$ cat src/rtl/pipelined_shifter.sv
// Pipelined multi-mode barrel shifter: SLL, SRL, SRA, ROR.
// One register rank per shift-amount bit; stage k shifts by 2^k when that bit is set.
// Valid/ready on both sides; the whole pipeline freezes while the output is stalled.
// Optional feature macro: SHIFTER_CARRY_EN adds out_carry (last bit shifted out).
module pipelined_shifter #(
  parameter int WIDTH = 32,
  parameter int TAG_W = 4,
  localparam int SHAMT_W = $clog2(WIDTH)
) (
  input  logic               clk,
  input  logic               reset,
  input  logic               in_valid,
  output logic               in_ready,
  input  logic [WIDTH-1:0]   in_a,
  input  logic [SHAMT_W-1:0] in_shamt,
  input  logic [1:0]         in_op,
  input  logic [TAG_W-1:0]   in_tag,
  output logic               out_valid,
  input  logic               out_ready,
  output logic [WIDTH-1:0]   out_result,
  output logic [TAG_W-1:0]   out_tag
`ifdef SHIFTER_CARRY_EN
  ,
  output logic               out_carry
`endif
);

  localparam int LAST = SHAMT_W - 1;

  typedef enum logic [1:0] {
    OP_SLL = 2'b00,
    OP_SRL = 2'b01,
    OP_SRA = 2'b10,
    OP_ROR = 2'b11
  } op_e;

  logic stall;

  for (genvar k = 0; k < SHAMT_W; k++) begin : g_stage
    localparam int S = 1 << k;

    logic                 valid_d;
    logic                 valid_q;
    logic [WIDTH-1:0]     data_d;
    logic [WIDTH-1:0]     data_q;
    logic [WIDTH-1:0]     shifted;
    op_e                  op_d;
    logic                 sign_d;
    logic [SHAMT_W-1:k]   shamt_d;
    logic [TAG_W-1:0]     tag_d;
    logic [TAG_W-1:0]     tag_q;
`ifdef SHIFTER_CARRY_EN
    logic                 carry_d;
    logic                 carry_q;
    logic                 carry_nx;
`endif

    if (k == 0) begin : g_src
      assign valid_d = in_valid;
      assign data_d  = in_a;
      assign op_d    = op_e'(in_op);
      assign sign_d  = in_a[WIDTH-1];
      assign shamt_d = in_shamt;
      assign tag_d   = in_tag;
`ifdef SHIFTER_CARRY_EN
      assign carry_d = 1'b0;
`endif
    end else begin : g_src
      assign valid_d = g_stage[k-1].valid_q;
      assign data_d  = g_stage[k-1].data_q;
      assign op_d    = g_stage[k-1].g_ctl.op_q;
      assign sign_d  = g_stage[k-1].g_ctl.sign_q;
      assign shamt_d = g_stage[k-1].g_ctl.rem_q;
      assign tag_d   = g_stage[k-1].tag_q;
`ifdef SHIFTER_CARRY_EN
      assign carry_d = g_stage[k-1].carry_q;
`endif
    end

    // Conditional shift by 2^k with per-op fill; the carry is tracked incrementally,
    // since the last bit out of this stage maps back to the original operand bit.
    always_comb begin
      shifted = data_d;
`ifdef SHIFTER_CARRY_EN
      carry_nx = carry_d;
`endif
      if (shamt_d[k]) begin
        case (op_d)
          OP_SLL:  shifted = {data_d[WIDTH-1-S:0], {S{1'b0}}};
          OP_SRL:  shifted = {{S{1'b0}}, data_d[WIDTH-1:S]};
          OP_SRA:  shifted = {{S{sign_d}}, data_d[WIDTH-1:S]};
          OP_ROR:  shifted = {data_d[S-1:0], data_d[WIDTH-1:S]};
          default: shifted = data_d;
        endcase
`ifdef SHIFTER_CARRY_EN
        carry_nx = (op_d == OP_SLL) ? data_d[WIDTH-S] : data_d[S-1];
`endif
      end
    end

    // Valid, data and tag rank: cleared by reset, frozen during a stall.
    always_ff @(posedge clk) begin
      if (reset) begin
        valid_q <= 1'b0;
        data_q  <= '0;
        tag_q   <= '0;
`ifdef SHIFTER_CARRY_EN
        carry_q <= 1'b0;
`endif
      end else if (!stall) begin
        valid_q <= valid_d;
        if (valid_d) begin
          data_q  <= shifted;
          tag_q   <= tag_d;
`ifdef SHIFTER_CARRY_EN
          carry_q <= carry_nx;
`endif
        end
      end
    end

    // The output rank has no further stages, so op/sign/remaining shamt stop before it.
    if (k < LAST) begin : g_ctl
      op_e                  op_q;
      logic                 sign_q;
      logic [SHAMT_W-1:k+1] rem_q;

      // Control rank: only meaningful alongside valid_q, so no reset is needed.
      always_ff @(posedge clk) begin
        if (!stall && valid_d) begin
          op_q   <= op_d;
          sign_q <= sign_d;
          rem_q  <= shamt_d[SHAMT_W-1:k+1];
        end
      end
    end
  end

  assign out_valid  = g_stage[LAST].valid_q;
  assign out_result = g_stage[LAST].data_q;
  assign out_tag    = g_stage[LAST].tag_q;
`ifdef SHIFTER_CARRY_EN
  assign out_carry  = g_stage[LAST].carry_q;
`endif

  assign stall    = out_valid && !out_ready;
  assign in_ready = !stall;

endmodule

$ cat config.mk
export PLATFORM = sky130hd
export DESIGN_NAME = pipelined_shifter
export DESIGN_NICKNAME = d
export VERILOG_FILES = /design/src/rtl/pipelined_shifter.sv
export SDC_FILE = /design/constraint.sdc
export NUM_CORES = 1
export LEC_CHECK = 0
export BUFFER_PORTS_ARGS = -buffer_cell sky130_fd_sc_hd__buf_4
export CORE_MARGIN = 4
export CORE_UTILIZATION = 30
export CTS_CLUSTER_DIAMETER = 50
export DETAILED_ROUTE_END_ITERATION = 12
export GPL_ROUTABILITY_DRIVEN = 0
export PLACE_DENSITY = 0.57
export RECOVER_POWER = 50
export SLEW_MARGIN = 20
export SYNTH_ARGS = -nofsm -noshare
export SYNTH_HDL_FRONTEND = slang
export SYNTH_SLANG_ARGS = --single-unit
$ cat constraint.sdc
create_clock -name clk -period 2 [get_ports clk]
set_input_delay 0.4 -clock clk [delete_from_list [all_inputs] [get_ports clk]]
set_output_delay 0.4 -clock clk [all_outputs]
set_load 0.05 [all_outputs]
==> reports/summary.txt <==
Layout area overhead = 16.1%
routed via count = 9440
Starting Density = 30.7%
drt drc = 0
placed inst area = 11700 um^2
CTS tree = yes
DRT Pass-1 Iters = 5
syn_nets = 1268
die height = 197 um
Placed Cells = 1653
synthesized area per cell = 8.75 um^2
max_slew headroom = 33.8%
actual slew at the worst max-slew pin = 0.990 ns
post-synthesis cell count = 1221
Final Hold Fails = 0
register bit total from synthesis = 207
Worst-path clk slew = 0.06 ns
Hold Crit Class = in -> reg
ant diodes = 0
Root Buffer Master = clkbuf_16
I/O Buffers = 84
Clock Skew = 0.0148 ns
post-synth cell types = 43
Total Die Area = 38700 um^2
fraction of layout cells with a size suffix above 1 = 16.7%
Layout fillers = 3536
RSZ-0062 raised after global routing = no
final antenna-violating net count = 0
worst r2r path cells = 4
Pwr Density = 827 nW/um^2
Finished Cell Area = 12400 um^2
register area share after synthesis = 40.8%
vias in the first global route = 8697
Yosys warning count = 0
final hold slack = 0.0710 ns
commonest cells after routing, fill and taps aside = dfxtp_1 (185), o21ai_0 (118), nor2_1 (99)
post-cts resize count = 0
crit-path max FO = 5
CP endpoint kind = output port
Clock Path Buffers = 3
CP Launch Type = flop
Synth Flop Type = dfxtp_1
initial antenna violation count = 0
leakage = 4.10 nW
max_cap viols = 0
fin util = 35.6%
FP Rows = 68
I/O pin count = 85
die width = 197 um
most common cell after layout, fill and taps aside = dfxtp_1
post-synthesis cell area = 10700 um^2
core area = 34800 um^2
CTS Hold Bufs = 0
Critical Path RT = 1.60 ns
asr flop ratio synth = 0%
number of synthesized flops with an enable pin = 22
post-route insts no fill = 1703
status = finished, final reports clean
clock insertion delay at the later pin of the skew report = 0.53 ns
Final Max Tran Viols = 0
Tmin final = 1.82 ns
GRT Residual Overflow = 0
crit path kind = reg -> out
pin count of the biggest net entering global routing = 80
Routed Wire Length = 29200 um
part of the cycle the worst path needs = 90.8%
first-pass GRT wire length = 47900 um
H-tree levels = 1
Max Clk Rate = 551 MHz
HPWL Detailed = 19700 um
nets = 1274
initial DRC count = 856
crit path DAT = 1.42 ns
setup TNS = 0 ns
DR WL/cell = 17.1 um
post-DR vias/cell = 5.54
postcts setup bufs = 0
CTS Buf Count = 27
Tot GR Track Use = 14.6%
CTS Sinks = 207
Worst IR Drop VDD = 0.000600 V
Setup Viol. Count Final = 0
hold depth = 1
[final timing paths]
| check | from | slack [ns] | to |
|---|---|---|---|
| hold / removal | in_shamt[1] | 0.07 | g_stage[0].g_ctl.rem_q[1] |
| setup / recovery | out_valid | 0.18 | in_ready |
| setup reg to reg | out_valid | 0.28 | g_stage[3].g_ctl.op_q[0] |
| hold reg to reg | g_stage[1].g_ctl.rem_q[4] | 0.43 | g_stage[2].g_ctl.rem_q[4] |
[stage by stage]
step,setup WS (ns),total power [mW]
after floorplan,0.117,5.25
final,0.184,10.3
after detailed placement,0.172,5.59
after CTS,0.185,10.4
after global routing,0.0753,10.7
after global placement,0.161,5.57
[state kept, by name (all words and copies together), names as in the netlist]
register              count
out_valid                 1
g_stage.g_ctl.op_q        8
g_stage.valid_q           4
out_result               32
g_stage.g_ctl.rem_q      10
out_tag                   4
g_stage.tag_q            16
g_stage.data_q          128
g_stage.g_ctl.sign_q      4
[routing by layer]
metal	vias to the layer above	part of all wire [%]	GRT usage (%)	routed length (um)
li1	4699	-	-	-
met1	4431	49	21.8	14200
met2	262	44	21.8	12700
met3	48	5.1	2.10	1480
met4	0	2.8	4.34	825
met5	-	0	0	0
[worst max-delay path, cell delays in order (launching register included)]
cell and delay, ns:
dfxtp_1 0.32, nor2b_4 0.23, inv_1 0.13, buf_4 0.21
[cell usage after synthesis (all sizes together), types with 15 or more instances]
cell,count,share of area (%)
a211oi,46,3.2
a21oi,58,2.9
a22o,82,6.7
a22oi,16,1.1
a31oi,96,5.6
buf,58,3.3
clkbuf,89,3.1
dfxtp,185,35
edfxtp,22,6.2
inv,61,2.1
nand3,34,1.6
nor2,100,3.5
nor2b,15,0.90
o2111ai,33,2.7
o211a,16,1.5
o211ai,15,1.1
o21ai,118,5.5
o32ai,33,2.7
or3b,82,6.7
[cell families after synthesis]
logic type / Yosys count / synth area share, %
flops: 207 / 40.8
xor+xnor: 1 / 0.0820
mux: 15 / 1.42
compound gates: 531 / 34.7
buf+inv: 208 / 8.54
simple gates: 259 / 14.4
[area by class of cell]
type                    count  area (um^2)  area share [%]
repair buffers            124          916            7.38
well taps                 455          569            4.59
clock inverters            15          160            1.29
multi-input cells         806         5420            43.7
clock buffers              35          746            6.01
flip-flops and latches    207         4360            35.2
inverters                  61          229            1.85
[power breakdown]
part	leakage, nW	internal (mW)	switching (mW)	total [mW]
logic	1.94	0.405	0.584	0.989
clock network	0.450	2.92	1.85	4.77
registers	1.71	4.35	0.152	4.50
(Power assumes the default switching activity.)
